## src/rtl/or8_way_pkg.sv

```systemverilog
`default_nettype none
// ============================================================================
//  Module   : or8_way_pkg
//  Purpose  : Shared widths and types for the 8-input OR reduction block.
//  Contents : OR8_W / OR8_IDX_W / OR8_CNT_W constants and the data, index
//             and count typedefs used by or8_way and its sub-module.
//  Revision : 1.0  initial release
// ============================================================================
package or8_way_pkg;

    localparam int OR8_W     = 8;
    localparam int OR8_IDX_W = 3;
    localparam int OR8_CNT_W = 4;

    typedef logic [OR8_W-1:0]     or8_data_t;
    typedef logic [OR8_IDX_W-1:0] or8_idx_t;
    typedef logic [OR8_CNT_W-1:0] or8_cnt_t;

endpackage
`default_nettype wire

```

## src/rtl/or8_way_popcnt.sv

```systemverilog
`default_nettype none
// ============================================================================
//  Module   : or8_way_popcnt
//  Purpose  : Combinational population count of an 8-bit word.
//  Ports    : data (in, 8)  - word to count
//             cnt  (out, 4) - number of set bits, 0..8
//  Revision : 1.0  initial release
// ============================================================================
module or8_way_popcnt
    import or8_way_pkg::*;
(
    input  wire or8_data_t data,
    output or8_cnt_t       cnt
);

    always_comb begin
        cnt = '0;
        for (int i = 0; i < OR8_W; i++) begin
            cnt = cnt + or8_cnt_t'(data[i]);
        end
    end

endmodule
`default_nettype wire

```

## src/rtl/or8_way.sv

```systemverilog
`default_nettype none
// ============================================================================
//  Module   : or8_way
//  Purpose  : 8-input OR reduction. 'out' is purely combinational; the _q
//             outputs present the OR, lowest-set-bit index and popcount of
//             'in' one clock later.
//  Ports    : in       (in, 8)  data to reduce
//             out      (out,1)  combinational OR of in
//             clk      (in, 1)  clock for the registered outputs
//             rst_n    (in, 1)  asynchronous active-low reset
//             clr      (in, 1)  synchronous clear of sticky_q
//             out_q    (out,1)  registered OR
//             idx_q    (out,3)  registered index of lowest set bit (0 if none)
//             cnt_q    (out,4)  registered popcount
//             sticky_q (out,1)  "any bit ever set" flag
//  Config   : OR8_WAY_STICKY_EN enables the sticky flag and clr; otherwise
//             sticky_q is constant 0 and clr is ignored.
//  Note     : in/out come first so a positional (in, out) instance works.
//  Revision : 1.0  initial release
// ============================================================================
module or8_way
    import or8_way_pkg::*;
(
    input  wire or8_data_t in,
    output logic           out,
    input  wire            clk,
    input  wire            rst_n,
    input  wire            clr,
    output logic           out_q,
    output or8_idx_t       idx_q,
    output or8_cnt_t       cnt_q,
    output logic           sticky_q
);

    logic     w_or;
    or8_idx_t w_idx;
    or8_cnt_t w_cnt;

    logic     r_out_q;
    or8_idx_t r_idx_q;
    or8_cnt_t r_cnt_q;

    // Reduction OR keeps normal X/Z propagation; no register in this path.
    assign w_or = |in;
    assign out  = w_or;

    // Priority encoder: scanning from the top down lets bit 0 win last.
    always_comb begin
        w_idx = '0;
        for (int i = OR8_W - 1; i >= 0; i--) begin
            if (in[i]) begin
                w_idx = or8_idx_t'(i);
            end
        end
    end

    or8_way_popcnt u_popcnt (
        .data (in),
        .cnt  (w_cnt)
    );

    always_ff @(posedge clk or negedge rst_n) begin
        if (!rst_n) begin
            r_out_q <= 1'b0;
            r_idx_q <= '0;
            r_cnt_q <= '0;
        end else begin
            r_out_q <= w_or;
            r_idx_q <= w_idx;
            r_cnt_q <= w_cnt;
        end
    end

    assign out_q = r_out_q;
    assign idx_q = r_idx_q;
    assign cnt_q = r_cnt_q;

`ifdef OR8_WAY_STICKY_EN
    logic r_sticky_q;

    // Clear takes priority over a set arriving in the same cycle.
    always_ff @(posedge clk or negedge rst_n) begin
        if (!rst_n) begin
            r_sticky_q <= 1'b0;
        end else if (clr) begin
            r_sticky_q <= 1'b0;
        end else if (w_or) begin
            r_sticky_q <= 1'b1;
        end
    end

    assign sticky_q = r_sticky_q;
`else
    // Feature disabled: no sticky register, clr deliberately left unused.
    logic w_unused_clr;
    assign w_unused_clr = clr;
    assign sticky_q     = 1'b0;
`endif

endmodule
`default_nettype wire

```

## config.mk

```make
export PLATFORM = sky130hd
export DESIGN_NAME = or8_way
export DESIGN_NICKNAME = d
export VERILOG_FILES = /design/src/rtl/or8_way_pkg.sv /design/src/rtl/or8_way_popcnt.sv /design/src/rtl/or8_way.sv
export SDC_FILE = /design/constraint.sdc
export NUM_CORES = 1
export LEC_CHECK = 0
export BUFFER_PORTS_ARGS = -buffer_cell sky130_fd_sc_hd__clkbuf_2
export CAP_MARGIN = 10
export CORE_AREA = 2 2 39 41
export CTS_CLUSTER_SIZE = 28
export DETAILED_ROUTE_END_ITERATION = 16
export DIE_AREA = 0 0 41 43
export PLACE_DENSITY = 0.69
export RECOVER_POWER = 50
export SLEW_MARGIN = 10
export SYNTH_ARGS = -nofsm -noshare
export SYNTH_HDL_FRONTEND = slang
export SYNTH_HIERARCHICAL = 1
export SYNTH_SLANG_ARGS = --single-unit
```

## constraint.sdc

```tcl
create_clock -name clk -period 1.9 [get_ports clk]
set_clock_uncertainty 0.15 [all_clocks]
set_input_delay 0.285 -clock clk [delete_from_list [all_inputs] [get_ports clk]]
set_output_delay 0.285 -clock clk [all_outputs]
set_load 0.005 [all_outputs]
```

Word level (Yosys, flattened, before mapping):

Cells that the tools add are included.

* $add $sub $neg: 7
* muxes and demuxes: 8
* reduce and logical (&&, ||, !) cells: 1

Operators with widths (number)
* $add 4x1->4: 6
* $mux 3: 8
* $reduce_or 8->1: 1
* $add 1x1->2: 1

* register bits: 8
* input bits: 11
* output and inout port bits: 10
* logic and storage cells: 19

Logic depth before layout (Yosys ltp):

Gate-level depths: netlist (run 1).

* depth in word-level cells: 8
* mapped depth: 9
* gate-level depth less buffers: 9

Cells and area by module:

Netlist (run 1), hierarchy kept.

By module, submodules not included
* or8_way: times used 1, cells an instance 23, area an instance 292.8 um^2, sequential area each 200.2 um^2
* or8_way_popcnt: times used 1, cells an instance 24, area an instance 190.2 um^2, sequential area each 0.0 um^2

Worst setup path before layout (run 1):

Ideal clock, no wire load.

* path kind: input -> register
* start point: input in[0]
* end point: register r_cnt_q[2] (netlist: cnt_q[2])
* library setup time: 0.123 ns
* data arrival time: 2.442 ns
* data required time: 1.627 ns
* slack: -0.814 ns
* stages on the path: 9
* path buffers: 0
* cells stage by stage: inv_1 > fa_1 > fa_1 > fa_1 > inv_1 > ha_1 > inv_1 > fa_1 > xnor2_1

* longest elaborated chain between the ends: 7

RTL lines
* start, declared: RTL line or8_way.sv:24 `input wire or8_data_t in,`
* $add 1x1->2: RTL line or8_way_popcnt.sv:19 `cnt = cnt + or8_cnt_t'(data[i]);`
* $add 4x1->4 (6 in a row): RTL line or8_way_popcnt.sv:19
* via w_cnt[2]: RTL line or8_way.sv:37 `or8_cnt_t w_cnt;`
* end signal, assigned: RTL line or8_way.sv:70 `r_cnt_q <= w_cnt;`
* end, declared: RTL line or8_way.sv:41 `or8_cnt_t r_cnt_q;`

The timed path passes the listed nets, and every way through them passes these cells.

Final worst setup path (run 1):

Same ends and word-level chain as after synthesis.

==> results of run 1 <==
==> state kept, by name, indices dropped and copies added (netlist names) <==
name and cells:
out_q 1, cnt_q 4, idx_q 3
==> kinds of logic (layout without fill, tap and decap cells) <==
family	after synthesis	count (layout)	synth area share [%]
simple gates	8	8	10.4
buf+inv	16	45	13.2
flops	8	8	41.5
compound gates	6	6	8.03
other cells	1	1	0.776
fa+ha+maj	7	7	24.4
xor+xnor	1	1	1.81
==> layout make-up <==
class,count,area (um2),area share (%)
repair buffers,27,169,23.9
inverters,15,63.8,9.03
well taps,16,20.0,2.83
multi-input cells,23,231,32.7
flip-flops and latches,8,200,28.3
clock buffers,3,22.5,3.19
==> power by group through the flow <==
| stage | sequential, mW | clock, mW | combinational (mW) |
|---|---|---|---|
| 2_1_floorplan | 0.221 | 0 | 0.0961 |
| 3_3_place_gp | 0.214 | 0 | 0.178 |
| 3_5_place_dp | 0.217 | 0 | 0.186 |
| 4_1_cts | 0.215 | 0.126 | 0.192 |
| 5_1_grt | 0.218 | 0.139 | 0.220 |
| 6_report | 0.214 | 0.120 | 0.186 |
==> per-layer routing <==
metal | global-route usage [%] | wire length, um | share of wire (%)
met1 | 12.6 | 314 | 37
met2 | 20.6 | 447 | 53
met3 | 1.57 | 76 | 9.1
met4 | 8.00 | 0 | 0
met5 | 0 | 0 | 0
==> worst min-delay path by stage <==
stage          start                  to  slack [ps]  cells after the start
2_1_floorplan  rst_n  cnt_q[0]$_DFF_PN0_        -160                      0
3_3_place_gp   rst_n  cnt_q[1]$_DFF_PN0_         -20                      1
3_5_place_dp   rst_n  cnt_q[1]$_DFF_PN0_         -10                      1
4_1_cts        in[2]  idx_q[0]$_DFF_PN0_         170                      2
5_1_grt        in[2]  idx_q[0]$_DFF_PN0_         180                      2
6_report       in[2]  idx_q[0]$_DFF_PN0_         170                      2
==> timing repair <==
| item | 4_1_cts | 5_1_grt |
|---|---|---|
| hold buffers | 1 | 0 |
| gates resized for setup | 3 | 2 |
| setup buffers | 1 | 0 |
| pin swaps | 2 | 2 |
| endpoints found under the hold margin | 8 | 0 |
| endpoints found under the setup margin | 4 | 4 |
==> cell usage after synthesis (all sizes together) <==
cell    count  share of area [%]
nor2b       2                2.6
a21oi       2                2.1
dfrtp       8                 41
nor2        3                2.3
o41ai       1                1.8
xnor2       1                1.8
nor4        1                2.6
fa          4                 17
inv        15                 12
buf         1                1.6
o21ai       1                1.0
a21boi      1                1.6
o21bai      1                1.6
nand3       1                1.0
and3b       1                1.8
ha          3                7.8
conb        1               0.78
==> metrics by stage <==
step | hold slack, ps | area (um2) | setup slack (ps) | power (mW) | std cells
4_1_cts | 168 | 707 | -728 | 0.533 | 92
3_3_place_gp | -20.5 | 658 | -975 | 0.392 | 87
2_1_floorplan | -161 | 503 | -780 | 0.317 | 47
3_5_place_dp | -12.7 | 658 | -1010 | 0.403 | 87
5_1_grt | 179 | 707 | -752 | 0.577 | 92
6_report | 173 | 707 | -670 | 0.520 | 92
==> worst max-delay path, cell delays in order <==
cell and delay (ps):
buf_8 90, inv_8 30, fa_1 540, fa_1 430, fa_1 450, inv_2 70, ha_4 120, inv_2 30
fa_1 370, xnor2_1 130
==> impl_metrics.toml, run 1 <==
[status]
status = "finished, violations left"
violations = "negative setup slack"

[drt]
first_pass_iters = 2
ant_nets = 0
via_per_inst = 4.33
dr.first_iter.drc_count = 5
route.detailed.drc = 0
drt_wl_total_um = 839
vias = 398
wl_per_cell_um = 9.12

[power_and_ir_drop]
power_frac_comb_pct = 35.7
switching_power_mw = 0.147
power_density_mw_per_mm2 = 735
seqPwrFrac_pct = 41.1
switching_share_pct = 28.2
peakVddDrop_v = 0.000246
clockPowerShare_pct = 23.2
p_int_mw = 0.373
power.leakage_nw = 0.388

[sta]
setup_tns_ps = -1970
period_needed_ps = 2570
final-max-slew-violation-count = 0
min_period_over_period_pct = 135
hold_violations = 0
worst_slack_ps = -670
rsz0062_at_grt = "true"
fmax_ghz = 0.389
setup_violations = 4

[synthesis]
netlist_area_um2 = 483
syn_avg_cell_area_um2 = 10.3
synthCells = 47
netlist-cell-type-count = 17
yosys_warnings = 6
ys_ff_latch = 8
synthesis.nets = 65
seq_area_frac_synth_pct = 41.5

[global_routing]
overflow = 0
grt_start_max_net_pins = 9
grt_pass1_vias = 370
grt_usage_pct = 12.1
grt_pass1_wl_mm = 1.42
antenna_found_initial = 0

[floorplan]
core_region_area_mm2 = 0.00138
die_area_mm2 = 0.00176
pin_count = 21
initial_core_util_pct = 34.9
dieHeight_um = 43
rows = 14
die_w_um = 41

[cells_and_area]
final_nets = 96
diodes = 0
most-common-layout-cells = "16 x clkbuf_2, 10 x inv_1, 8 x dfrtp_1"
fillers = 138
layout_commonest_cell = "clkbuf_2"
finish.utilization_pct = 51.1
drive_above_1_share_pct = 46.1
area_growth_pct = 46.4

[placed_design]
hpwl_um = 791
place_congestion = 0.718
port_buffers = 18

[worst_setup_path]
crit_end = "cnt_q[2]$_DFF_PN0_"
critPathMaxFanout = 2
startpoint = "in[0]"
critPathRequiredTime_ps = 1880
criticalPathCategory = "input pin to register"
worst_setup_path_end_kind = "register"
crit_arrival_ps = 2550
worstSetupStartpointType = "input pin"

[clock_tree]
clock_path_buffers = 2
cts_sinks = 8
clk_transition_reported_paths_ps = 50
cts_tree = "built"
htree_levels = 1
cts_buffers = 3
clk_root_buffer_cell = "clkbuf_4"

[run]
maxCapViolCount = 0

[min_path]
hold_class = "input pin to register"
Power figures use the tool's default switching activity.
==> run 2, diff against run 1 <==
clock period = 2.5 ns   (was 1.9 ns; I/O delays follow)
==> run 2 against run 1 <==
Effect of this change: the flow still finishes with violations (negative setup slack); non-clock buffer count decreased by 1; sequential power decreased by 24%; routed wire length increased by 6.2%; critical path type unchanged.
==> impl_metrics.toml, run 2 (synthesis gave the netlist of run 1 again) <==
[global_routing]
antenna_found_initial = 0
grt_pass1_vias = 396
overflow = 0
grt_usage_pct = 13.0
grt_pass1_wl_mm = 1.52
grt_start_max_net_pins = 9

[status]
violations = "negative setup slack"
status = "finished, violations left"

[worst_setup_path]
critPathMaxFanout = 2
criticalPathCategory = "input pin to register"
worstSetupStartpointType = "input pin"
worst_setup_path_end_kind = "register"
critPathRequiredTime_ps = 2490
crit_arrival_ps = 2750

[sta]
setup_violations = 3
worst_slack_ps = -264
rsz0062_at_grt = "true"
fmax_ghz = 0.362
period_needed_ps = 2760
final-max-slew-violation-count = 0
whs_ps = 264
min_period_over_period_pct = 111
hold_violations = 0
setup_tns_ps = -510

[cells_and_area]
instances_no_fill = 91
final_nets = 95
drive_above_1_share_pct = 46.7
area_growth_pct = 45.9
largest_reg_flops = 4
layout_commonest_cell = "clkbuf_2"
diodes = 0
most-common-layout-cells = "14 x clkbuf_2, 10 x inv_1, 8 x dfrtp_1"

[placed_design]
place_congestion = 0.749
hpwl_um = 762
port_buffers = 18
dp_cells = 85

[clock_tree]
clk_transition_reported_paths_ps = 50
cts_buffers = 3
htree_levels = 1
cts_sinks = 8
cts_tree = "built"
clock_path_buffers = 2
clk_root_buffer_cell = "clkbuf_4"

[floorplan]
initial_core_util_pct = 34.9
rows = 14
dieHeight_um = 43
die_area_mm2 = 0.00176
core_region_area_mm2 = 0.00138
pin_count = 21
die_w_um = 41

[power_and_ir_drop]
peakVddDrop_v = 0.000188
power.leakage_nw = 0.382
power_density_mw_per_mm2 = 585
finalPower_mw = 0.412

[drt]
route.detailed.drc = 0
first_pass_iters = 4
dr.first_iter.drc_count = 2
wl_per_cell_um = 9.79
vias = 391
ant_nets = 0
via_per_inst = 4.30
drt_wl_total_um = 891

[min_path]
hold_class = "input pin to register"

[run]
maxCapViolCount = 0
## run 2: cell count changes in the layout (fill, tap and decap cells not counted), sizes merged
cell	change
clkbuf	-1
## run 2: layout make-up
cell class / count / area (um2)
fill: 134 / 679
inverter: 15 / 66.3
tap: 16 / 20.0
clock buffer: 3 / 22.5
sequential: 8 / 200
timing repair buffer: 26 / 168
multi-input combinational: 23 / 228
## run 2: report_power, final
group | internal (mW) | leakage, nW | switching, mW
combinational | 0.0823 | 0.271 | 0.0768
clock | 0.0544 | 0.0138 | 0.0360
sequential | 0.155 | 0.0969 | 0.00707
## run 2: final timing paths
check	to	slack, ps	start	cells past startpoint
worst max-delay path	cnt_q[1]$_DFF_PN0_	-260	in[3]	10
worst min-delay path	idx_q[0]$_DFF_PN0_	260	in[4]	2
max in group asynchronous	out_q$_DFF_PN0_	1500	rst_n	2
min in group asynchronous	cnt_q[2]$_DFF_PN0_	420	rst_n	2
## run 2: per-stage QoR
step,setup slack (ps),utilization (%),cell area (um2)
global placement,-490,45.8,633
detailed placement,-549,45.8,633
global route,-296,50.9,704
floorplan,-292,-,493
finish,-264,50.9,704
CTS,-260,49.5,686
## run 2: repair_timing
item                                    4_1_cts  5_1_grt
gates cloned                                  0        0
pin swaps                                     3        3
endpoints found under the setup margin        2        3
hold buffers                                  1        0
gates resized for setup                       4        8
buffers inserted                              1        1
hold endpoints to repair                      8        0
## run 2: per-layer routing
metal | track usage (%) | vias to the layer above | part of all wire, %
met1 | 14.7 | 181 | 38
met4 | 8.00 | 0 | 0
met2 | 20.6 | 14 | 54
met5 | 0 | - | 0
met3 | 3.14 | 0 | 7.7
li1 | - | 196 | -
## run 2: critical path: stages
cell and delay (ps):
buf_8 70, inv_4 30, fa_1 550, fa_1 430, fa_1 440, inv_1 70
ha_2 180, inv_2 40, fa_2 530, inv_2 40
==> run 3, diff against run 2 <==
ABC_AREA = 1   (was unset)
CAP_MARGIN = 20   (was 10)
PLACE_DENSITY = 0.71   (was 0.69)
==> run 3 against run 2 <==
Effect of this change: die area did not move; global-route usage shrank 1.1 points; the run still ends with negative setup slack left; critical endpoint unchanged; sequential share of layout area rose by 0.99 points; combinational power shrank 18%; core utilization shrank 1.7 points; first-iteration DRC count decreased by 50%.
==> impl_metrics.toml, run 3 <==
[placed_design]
place_congestion = 0.727
dp_cells = 96
port_buffers = 18
dp_worst_setup_slack_ps = -494
hpwl_um = 757

[worst_setup_path]
worstSetupStartpointType = "input pin"
criticalPathCategory = "input pin to register"
crit_arrival_ps = 2670
worst_setup_path_end_kind = "register"
crit_end = "cnt_q[1]$_DFF_PN0_"
critical_path_depth = 10
crit_chain = "buf_8 > inv_4 > fa_1 > fa_1 > fa_1 > inv_1 > ha_2 > inv_2 > fa_1 > inv_1"
startpoint = "in[0]"
critPathMaxFanout = 2
crit_path_frequent_cell = "fa_1"
path_delay_family = "adder cells"
critPathMaxStageDelay_ps = 540
critPathRequiredTime_ps = 2500
path_buf_inv = 5
worst_path_max_delay_cell = "fa_1"

[global_routing]
overflow = 0
antenna_found_initial = 0
grt_pass1_wl_mm = 1.40
grt_start_max_net_pins = 9
grt_pass1_vias = 401
grt_usage_pct = 11.9

[synthesis]
synth-edff-count = 0
seq_area_frac_synth_pct = 39.1
synth.most_common_cell = "inv_1"
synthCells = 61
yosysTopAreaCellShare_pct = 39.1
synthFlopType = "dfrtp_1"
yosys_warnings = 6
synthesis.nets = 79
synth_area_leaders = "dfrtp_1 39%, inv_1 18%, fa_1 16%, nand2_1 8.8%, ha_1 7.3%"
netlist_area_um2 = 512
ys_ff_latch = 8
ys_top_cells_by_count = "24 x inv_1, 12 x nand2_1, 8 x dfrtp_1, 4 x fa_1, 3 x ha_1"
synthArstFlopShare_pct = 100
yosysTopAreaCell = "dfrtp_1"
syn_avg_cell_area_um2 = 8.39
netlist-cell-type-count = 14

[cells_and_area]
largest_reg_flops = 4
final_nets = 105
layout_commonest_cell = "inv_1"
instances_no_fill = 101
area_growth_pct = 33.0
drive_above_1_share_pct = 30.6
most-common-layout-cells = "21 x inv_1, 15 x clkbuf_2, 12 x nand2_1"
diodes = 0

[drt]
ant_nets = 0
vias = 426
dr.first_iter.drc_count = 1
route.detailed.drc = 0
wl_per_cell_um = 8.37
first_pass_iters = 3
via_per_inst = 4.22
drt_wl_total_um = 845

[floorplan]
core_region_area_mm2 = 0.00138
die_w_um = 41
pin_count = 21
initial_core_util_pct = 37.0
die_area_mm2 = 0.00176
dieHeight_um = 43
rows = 14

[sta]
final-max-slew-violation-count = 0
period_needed_ps = 2670
hold_violations = 0
setup_violations = 2
worst_slack_ps = -169
rsz0062_at_grt = "true"
min_period_over_period_pct = 107
fmax_ghz = 0.375

[clock_tree]
clock_path_buffers = 2
cts_tree = "built"
clk_transition_reported_paths_ps = 50
cts_sinks = 8
cts_buffers = 3
clk_root_buffer_cell = "clkbuf_4"
htree_levels = 1

[power_and_ir_drop]
peakVddDrop_v = 0.000157
power.leakage_nw = 0.426
finalPower_mw = 0.387
power_density_mw_per_mm2 = 569

[run]
maxCapViolCount = 0

[status]
status = "finished, violations left"
violations = "negative setup slack"

[min_path]
min-delay-start = "in[0]"
hold_class = "input pin to register"
## run 3: worst min-delay path by stage
stage	to	slack, ps	cells after the start
4_1_cts	out_q$_DFF_PN0_	240	3
3_5_place_dp	cnt_q[1]$_DFF_PN0_	80	1
3_3_place_gp	cnt_q[0]$_DFF_PN0_	70	1
2_1_floorplan	cnt_q[0]$_DFF_PN0_	-70	0
5_1_grt	idx_q[0]$_DFF_PN0_	220	3
6_report	idx_q[0]$_DFF_PN0_	220	3
## run 3: area by class of cell
cell class / count / area, um2
fill: 136 / 703
timing repair buffer: 22 / 134
clock buffer: 3 / 22.5
inverter: 24 / 92.6
multi-input combinational: 28 / 211
tap: 16 / 20.0
sequential: 8 / 200
## run 3: power by group
group          switching [mW]  internal, mW  total, mW
registers             0.00549         0.154      0.159
logic                  0.0662        0.0641      0.130
clock network          0.0428        0.0548     0.0977
total                   0.114         0.273      0.387
## run 3: layer usage
layer	global-route usage [%]	part of all wire [%]	wire [um]	up-vias
li1	-	-	-	216
met1	12.2	37	316	190
met2	19.7	51	427	18
met3	1.57	10	86	2
met4	10.0	1.7	14	0
met5	0	0	0	-
## run 3: stage by stage
step / area (um2) / hold slack [ps] / util (%) / setup TNS (ps)
CTS: 672 / 237 / 48.6 / -423
floorplan: 512 / -70.6 / - / -592
global route: 681 / 225 / 49.2 / -481
detailed placement: 629 / 76.8 / 45.5 / -1200
finish: 681 / 221 / 49.2 / -334
global placement: 629 / 69.4 / 45.5 / -1080
## run 3: cell families (layout without fill, tap and decap cells)
kind of cell / count (synthesis) / count (layout) / share of synthesized area (%)
buffers and inverters: 25 / 49 / 19.1
AO/OA/AOI/OAI: 2 / 2 / 2.20
AND/OR/NAND/NOR: 18 / 18 / 15.9
other: 1 / 1 / 0.733
flip-flops: 8 / 8 / 39.1
adder cells (fa/ha/maj): 7 / 7 / 23.0
## run 3: what timing repair did
item | in CTS | in global routing
buffers inserted | 1 | 0
endpoints found under the hold margin | 8 | 0
setup endpoints to repair | 2 | 3
gates resized for setup | 3 | 6
hold buffers | 1 | 0
